`src/rtl/uart_pkg.sv`:
```
// Shared UART definitions: arbiter state encoding and default UART_TX settings.
package uart_pkg;

  typedef enum logic [1:0] {
    ST_IDLE   = 2'd0,
    ST_LOCKED = 2'd1,
    ST_SEND   = 2'd2
  } arb_state_t;

  localparam int unsigned UART_CLOCK_HZ = 50_000_000;
  localparam int unsigned UART_BAUD     = 115_200;

  // Clock cycles per UART bit for a given clock and baud rate.
  function automatic int unsigned uart_clks_per_bit(input int unsigned clock_hz,
                                                    input int unsigned baud);
    return clock_hz / baud;
  endfunction

endpackage

```
`src/rtl/uart_tx_arbiter_if.sv`:
```
// Requester-side and UART-side signals of the UART TX arbiter.
interface uart_tx_arbiter_if #(
  parameter int unsigned N = 4
);
  logic [N-1:0]   Valid_i;
  logic [8*N-1:0] Data_i;
  logic [N-1:0]   Last_i;
  logic [N-1:0]   Ready_o;
  logic [N-1:0]   Grant_o;
  logic           UartStart_o;
  logic [7:0]     UartData_o;
  logic           UartBusy_i;
  logic           UartDone_i;
  logic           Timeout_o;

  // Arbiter view.
  modport slave (
    input  Valid_i, Data_i, Last_i, UartBusy_i, UartDone_i,
    output Ready_o, Grant_o, UartStart_o, UartData_o, Timeout_o
  );

  // Requester / UART side view.
  modport master (
    output Valid_i, Data_i, Last_i, UartBusy_i, UartDone_i,
    input  Ready_o, Grant_o, UartStart_o, UartData_o, Timeout_o
  );
endinterface

```
`src/rtl/uart_tx_arbiter_rr_pick.sv`:
```
// Combinational round-robin picker: first request after ptr, wrapping mod N.
module rr_pick #(
  parameter int unsigned N     = 4,
  parameter int unsigned IDX_W = 2
) (
  input  logic [N-1:0]     req,
  input  logic [IDX_W-1:0] ptr,
  output logic [N-1:0]     grant_c,
  output logic [IDX_W-1:0] idx_c
);

  // Scan ptr+1 .. ptr+N so the last owner is considered last.
  always_comb begin
    logic             found;
    logic [IDX_W-1:0] pos;
    grant_c = '0;
    idx_c   = '0;
    found   = 1'b0;
    for (int unsigned i = 1; i <= N; i++) begin
      pos = IDX_W'((32'(ptr) + i) % N);
      if (!found && req[pos]) begin
        found        = 1'b1;
        grant_c[pos] = 1'b1;
        idx_c        = pos;
      end
    end
  end

endmodule

```
`src/rtl/uart_tx_arbiter.sv`:
```
// Packet-level round-robin arbiter sharing one UART_TX among N byte streams.
module uart_tx_arbiter
  import uart_pkg::*;
#(
  parameter int unsigned N              = 4,
  parameter int unsigned TIMEOUT_CYCLES = 1_000_000,
  parameter int unsigned TIMEOUT_W      = 20
) (
  input logic               Clock,
  input logic               Reset,
  uart_tx_arbiter_if.slave  bus
);

  localparam int unsigned IDX_W = (N > 1) ? $clog2(N) : 1;

  arb_state_t           state_q, state_d;
  logic [N-1:0]         grant_q, grant_d;
  logic [IDX_W-1:0]     idx_q, idx_d;
  logic [IDX_W-1:0]     ptr_q, ptr_d;
  logic [TIMEOUT_W-1:0] cnt_q, cnt_d;
  logic                 last_q, last_d;
  logic                 start_q, start_d;
  logic [7:0]           data_q, data_d;
  logic                 timeout_q, timeout_d;
  logic [N-1:0]         ready_c;
  logic [N-1:0]         pick_grant_c;
  logic [IDX_W-1:0]     pick_idx_c;
  logic                 owner_valid_c;

  rr_pick #(.N(N), .IDX_W(IDX_W)) u_pick (
    .req     (bus.Valid_i),
    .ptr     (ptr_q),
    .grant_c (pick_grant_c),
    .idx_c   (pick_idx_c)
  );

  assign owner_valid_c = bus.Valid_i[idx_q];

  // State and output registers.
  always_ff @(posedge Clock or negedge Reset) begin
    if (!Reset) begin
      state_q   <= ST_IDLE;
      grant_q   <= '0;
      idx_q     <= '0;
      ptr_q     <= IDX_W'(N - 1);
      cnt_q     <= '0;
      last_q    <= 1'b0;
      start_q   <= 1'b0;
      data_q    <= '0;
      timeout_q <= 1'b0;
    end else begin
      state_q   <= state_d;
      grant_q   <= grant_d;
      idx_q     <= idx_d;
      ptr_q     <= ptr_d;
      cnt_q     <= cnt_d;
      last_q    <= last_d;
      start_q   <= start_d;
      data_q    <= data_d;
      timeout_q <= timeout_d;
    end
  end

  // Next-state, lock bookkeeping and combinational Ready.
  always_comb begin
    state_d   = state_q;
    grant_d   = grant_q;
    idx_d     = idx_q;
    ptr_d     = ptr_q;
    cnt_d     = cnt_q;
    last_d    = last_q;
    start_d   = 1'b0;
    data_d    = data_q;
    timeout_d = 1'b0;
    ready_c   = '0;
    unique case (state_q)
      ST_IDLE: begin
        if (|bus.Valid_i) begin
          grant_d = pick_grant_c;
          idx_d   = pick_idx_c;
          cnt_d   = '0;
          state_d = ST_LOCKED;
        end
      end
      ST_LOCKED: begin
        if (!bus.UartBusy_i) ready_c = grant_q;
        if (owner_valid_c && !bus.UartBusy_i) begin
          data_d  = bus.Data_i[8*int'(idx_q) +: 8];
          last_d  = bus.Last_i[idx_q];
          start_d = 1'b1;
          cnt_d   = '0;
          state_d = ST_SEND;
        end else if (!owner_valid_c) begin
          if (cnt_q == TIMEOUT_W'(TIMEOUT_CYCLES - 1)) begin
            timeout_d = 1'b1;
            grant_d   = '0;
            ptr_d     = idx_q;
            cnt_d     = '0;
            state_d   = ST_IDLE;
          end else begin
            cnt_d = cnt_q + TIMEOUT_W'(1);
          end
        end
      end
      ST_SEND: begin
        if (bus.UartDone_i) begin
          if (last_q) begin
            ptr_d   = idx_q;
            grant_d = '0;
            state_d = ST_IDLE;
          end else begin
            state_d = ST_LOCKED;
          end
        end
      end
      default: state_d = ST_IDLE;
    endcase
  end

  assign bus.Ready_o     = ready_c;
  assign bus.Grant_o     = grant_q;
  assign bus.UartStart_o = start_q;
  assign bus.UartData_o  = data_q;
  assign bus.Timeout_o   = timeout_q;

endmodule

```
`src/flat_wrapper.sv`:
```
// flat-port wrapper written by rule: the top's interface ports become plain ports
module uart_tx_arbiter_flat import uart_pkg::*;
#(
  parameter int unsigned N              = 4,
  parameter int unsigned TIMEOUT_CYCLES = 1_000_000,
  parameter int unsigned TIMEOUT_W      = 20
)
  (Clock, Reset, bus_Valid_i, bus_Data_i, bus_Last_i, bus_UartBusy_i, bus_UartDone_i, bus_Ready_o, bus_Grant_o, bus_UartStart_o, bus_UartData_o, bus_Timeout_o);
  uart_tx_arbiter_if #(.N(N)) bus_i ();
  input logic Clock;
  input logic Reset;
  input wire logic [$bits(bus_i.Valid_i)-1:0] bus_Valid_i;
  input wire logic [$bits(bus_i.Data_i)-1:0] bus_Data_i;
  input wire logic [$bits(bus_i.Last_i)-1:0] bus_Last_i;
  input wire logic [$bits(bus_i.UartBusy_i)-1:0] bus_UartBusy_i;
  input wire logic [$bits(bus_i.UartDone_i)-1:0] bus_UartDone_i;
  output wire logic [$bits(bus_i.Ready_o)-1:0] bus_Ready_o;
  output wire logic [$bits(bus_i.Grant_o)-1:0] bus_Grant_o;
  output wire logic [$bits(bus_i.UartStart_o)-1:0] bus_UartStart_o;
  output wire logic [$bits(bus_i.UartData_o)-1:0] bus_UartData_o;
  output wire logic [$bits(bus_i.Timeout_o)-1:0] bus_Timeout_o;
  assign bus_i.Valid_i = bus_Valid_i;
  assign bus_i.Data_i = bus_Data_i;
  assign bus_i.Last_i = bus_Last_i;
  assign bus_i.UartBusy_i = bus_UartBusy_i;
  assign bus_i.UartDone_i = bus_UartDone_i;
  assign bus_Ready_o = bus_i.Ready_o;
  assign bus_Grant_o = bus_i.Grant_o;
  assign bus_UartStart_o = bus_i.UartStart_o;
  assign bus_UartData_o = bus_i.UartData_o;
  assign bus_Timeout_o = bus_i.Timeout_o;
  uart_tx_arbiter #(.N(N), .TIMEOUT_CYCLES(TIMEOUT_CYCLES), .TIMEOUT_W(TIMEOUT_W)) u_core (.Clock(Clock), .Reset(Reset), .bus(bus_i));
endmodule
```
`config.mk`:
```
export PLATFORM = sky130hd
export DESIGN_NAME = uart_tx_arbiter_flat
export DESIGN_NICKNAME = d
export VERILOG_FILES = /design/src/rtl/uart_pkg.sv /design/src/rtl/uart_tx_arbiter_if.sv /design/src/rtl/uart_tx_arbiter_rr_pick.sv /design/src/rtl/uart_tx_arbiter.sv /design/src/flat_wrapper.sv
export SDC_FILE = /design/constraint.sdc
export NUM_CORES = 1
export LEC_CHECK = 0
export CAP_MARGIN = 20
export CORE_MARGIN = 10
export CORE_UTILIZATION = 38
export DETAILED_ROUTE_END_ITERATION = 12
export PLACE_DENSITY = 0.59
export RECOVER_POWER = 50
export SKIP_LAST_GASP = 1
export SYNTH_ARGS = -nofsm -noshare
export SYNTH_HDL_FRONTEND = slang
export SYNTH_SLANG_ARGS = --single-unit
```
`constraint.sdc`:
```
create_clock -name Clock -period 4 [get_ports Clock]
set_input_delay 1 -clock Clock [delete_from_list [all_inputs] [get_ports Clock]]
set_output_delay 1 -clock Clock [all_outputs]
set_load 0.01 [all_outputs]
```
==> summary.md, run 1 <==
| Metric | Value |
|---|---|
| Routed via count | 2459 |
| Initial antenna violation count | 0 |
| Die Height | 108 um |
| Core Box Area | ~0.0076 mm2 |
| R2R Setup Slk | about 1.1 ns |
| Resized cells post-CTS | 0 |
| Post-synthesis adder-cell area fraction | 5.49% |
| Ys Warns | 0 |
| Commonest non-fill, non-tap cells in the layout | 51 x clkdlybuf4s50_1, 39 x dfrtp_1, 21 x nand2_1, 21 x inv_1, 18 x o21ai_0 |
| # diodes | 0 |
| Rel. slew slack | -48.8% |
| Reg-to-Reg Start | u_core.ptr_q[1] |
| CTS tree | done |
| Synth Area in Simple Gates | between 15 and 20% |
| Ys flop type | dfrtp_1 |
| Violated checks | capacitance limit, slew limit |
| Compound-Gate Fraction of Synth Area | 17.8% |
| Fill cell count | 742 |
| HP Class | flop to flop |
| Ports | 62 |
| Largest net degree at the start of global routing | 42 |
| Post-synth EDFFs | 0 |
| CP Data Arrival Time | around 2.5 ns |
| Hold depth | 1 |
| CTS Buffer Depth | 2 |
| Die width | roughly 110 um |
| Clk root buf | clkbuf_8 |
| Setup-failing EPs final | 0 |
| Post-CTS setup buffer count | 0 |
| RSZ-0062 raised after global routing | false |
| DRC violations left | 0 |
| Post-DP HPWL | about 5500 um |
| Crit Path Class | input port to primary output |
| Commonest non-fill, non-tap cell in the layout | clkdlybuf4s50_1 |
| Max FO, Critical Path | 5 |
| P&R area growth vs syn | 24.7% |
| Hold Fails Final Rpt | 0 |
| Antenna viol nets, final | 0 |
| Port Buffers | just over 60 |
| Status | finished, violations left |
| Slew Viols, Final | 42 |
| Setup TNS Final | 0 ns |
| Global-route wire length before repair | around 12000 um |
| Drt total wl | a little over 7000 um |
| Maximum clock rate | roughly 290 MHz |
| Starting density of the core | between 30 and 40% |
| Final Critical Period | 3.48 ns |
| Hold EP | u_core.cnt_q[2] |
| Final hold slack | roughly 0.50 ns |
| H-tree levels | 2 |
| Drt pass-1 iters | 4 |
| Num CTS Buffers | 5 |
| Final instance area | ~0.0037 mm2 |
| Worst R2R Path Depth | 6 |
| Seq cells post-synth | 41 |
| Syn_area_per_cell | ~10 um2 |
| Max VDD drop | between 300 and 400 uV |
| Slew of the pin with the lowest slew margin | approximately 2.2 ns |
| Distinct cells, synth | 63 |
| Max cap viols | 1 |
| RD Place Congestion | between 0.8 and 0.9 |
| Crit path launch type | input port |
| Drt via density | between 5 and 6 |
| Seq/Total Area, Yosys | between 30% and 40% |
| Required time of the critical path | roughly 3.0 ns |
| Syn_nets | 352 |
| Sinks on Clock Net | a little over 40 |
| Post-Synth XOR/XNOR Area | under 10% |
| DRT iter0 DRCs | 75 |
| Vias in the first global route | between 2000 and 3000 |
| Fraction of registers with async set/reset | 100% |
| Die area | 0.0117 mm2 |
| Row count | 32 |
| Largest family of logic cells by synthesized area | simple AND/OR/NAND/NOR gates |
| Power density cells | between 600 and 700 mW/mm2 |
| Overflow left after global routing | 0 |
| Clk slew on worst S/H paths | 0.07 ns |
| Setup crit end kind | primary output |
| Period utilization | between 80% and 90% |
| Fin nets | 408 |
| R2R Path End | u_core.idx_q[0] |
| Syn Inst Count | roughly 300 |
| Multiplexer share of the synthesized area | 15.1% |
| Avg WL per Cell | ~16 um |
| Clk_lat worst skew | between 0.2 and 0.3 ns |
| Share of layout cells above drive strength 1 | a little over an eighth |
| Hold Path Origin | u_core.cnt_q[2] |
| Syn Std Cell Area | 0.00296 mm2 |
| Overall routing resource usage | between 10 and 15% |
| Hold Buf Count CTS | 0 |
| Placed instance area | between 0.003 and 0.004 mm2 |
| Worst Skew | ~0.004 ns |
| Leakage | approximately 1.5 nW |
-- report_power, final --
part / switching [mW] / internal (mW)
combinational: 0.765 / 0.673
sequential: 0.148 / 0.537
clock: 0.134 / 0.137
total: 1.05 / 1.35
-- how the worst max path moves through the flow --
stage	start	endpoint	slack (ns)	cells past startpoint
after floorplan	u_core.ptr_q[0]	u_core.bus.Grant_o[0]	1.38	8
after global placement	bus_Valid_i[2]	u_core.cnt_q[11]	0.51	6
after detailed placement	bus_Valid_i[2]	u_core.cnt_q[8]	0.41	6
after CTS	bus_UartBusy_i	bus_Ready_o[0]	0.49	4
after global routing	bus_Valid_i[2]	u_core.cnt_q[8]	0.43	6
final	bus_UartBusy_i	bus_Ready_o[0]	0.52	4
-- synthesized netlist by cell type, drive strengths merged (7+ instances only) --
cell type | n | area share (%)
a211oi | 7 | 1.8
a21oi | 12 | 2.0
and2 | 7 | 1.5
buf | 11 | 3.0
dfrtp | 39 | 33
ha | 13 | 5.5
inv | 21 | 2.7
mux2 | 12 | 4.6
mux4 | 13 | 9.9
nand2 | 22 | 2.9
nand3 | 13 | 2.6
nand4 | 9 | 1.9
nor2 | 17 | 2.2
o21ai | 19 | 3.2
-- layer usage --
metal	GRT usage, %	wire (um)
met1	15.7	3110
met2	21.7	3570
met5	0	0
met3	4.05	401
met4	2.17	7
-- worst max-delay path, cell delays in order --
cell and delay [ns]:
clkdlybuf4s50_1 0.47, nor2b_1 0.30, and2_1 0.18, clkdlybuf4s50_1 0.53
-- flip-flops by register name (all words and copies together) (netlist names) --
name                    cells
u_core.state_q              2
u_core.bus.UartStart_o      1
u_core.last_q               1
u_core.bus.Grant_o          4
u_core.bus.Timeout_o        1
u_core.cnt_q               20
u_core.ptr_q                2
u_core.idx_q                2
u_core.bus.UartData_o       8
-- through the flow --
step	total power [mW]	cells	utilization, %	setup WS, ns
after global routing	2.63	453	48.3	0.432
after detailed placement	2.16	446	47.2	0.406
after CTS	2.45	453	48.3	0.494
after floorplan	1.76	295	-	1.38
final	2.39	453	48.3	0.517
after global placement	2.15	446	47.2	0.513
-- cells by family after synthesis --
kind of cell,Yosys count
and+or+nand+nor,98
AOI/OAI and AO/OA,73
DFF,41
xor gates and xnor gates,7
buffers and inverters,36
muxes,27
adders and majority gates,13
-- layout make-up --
cell class / instances / area [um2] / area share (%)
clock buffer: 7 / 86.3 / 2.34
inverter: 22 / 82.6 / 2.24
multi-input combinational: 218 / 1750 / 47.3
sequential: 41 / 1030 / 27.9
tap: 102 / 128 / 3.46
timing repair buffer: 63 / 619 / 16.8
(Power assumes the default switching activity.)
==> inputs of run 2 (changes only) <==
--- a/config.mk
+++ b/config.mk
@@ -11,6 +11,7 @@
 export DETAILED_ROUTE_END_ITERATION = 12
 export PLACE_DENSITY = 0.59
 export RECOVER_POWER = 50
+export SKIP_CTS_REPAIR_TIMING = 1
 export SKIP_LAST_GASP = 1
 export SYNTH_ARGS = -nofsm -noshare
 export SYNTH_HDL_FRONTEND = slang
==> results of run 2 <==
The final DEF is identical to that of run 1; final timing and power are the same.
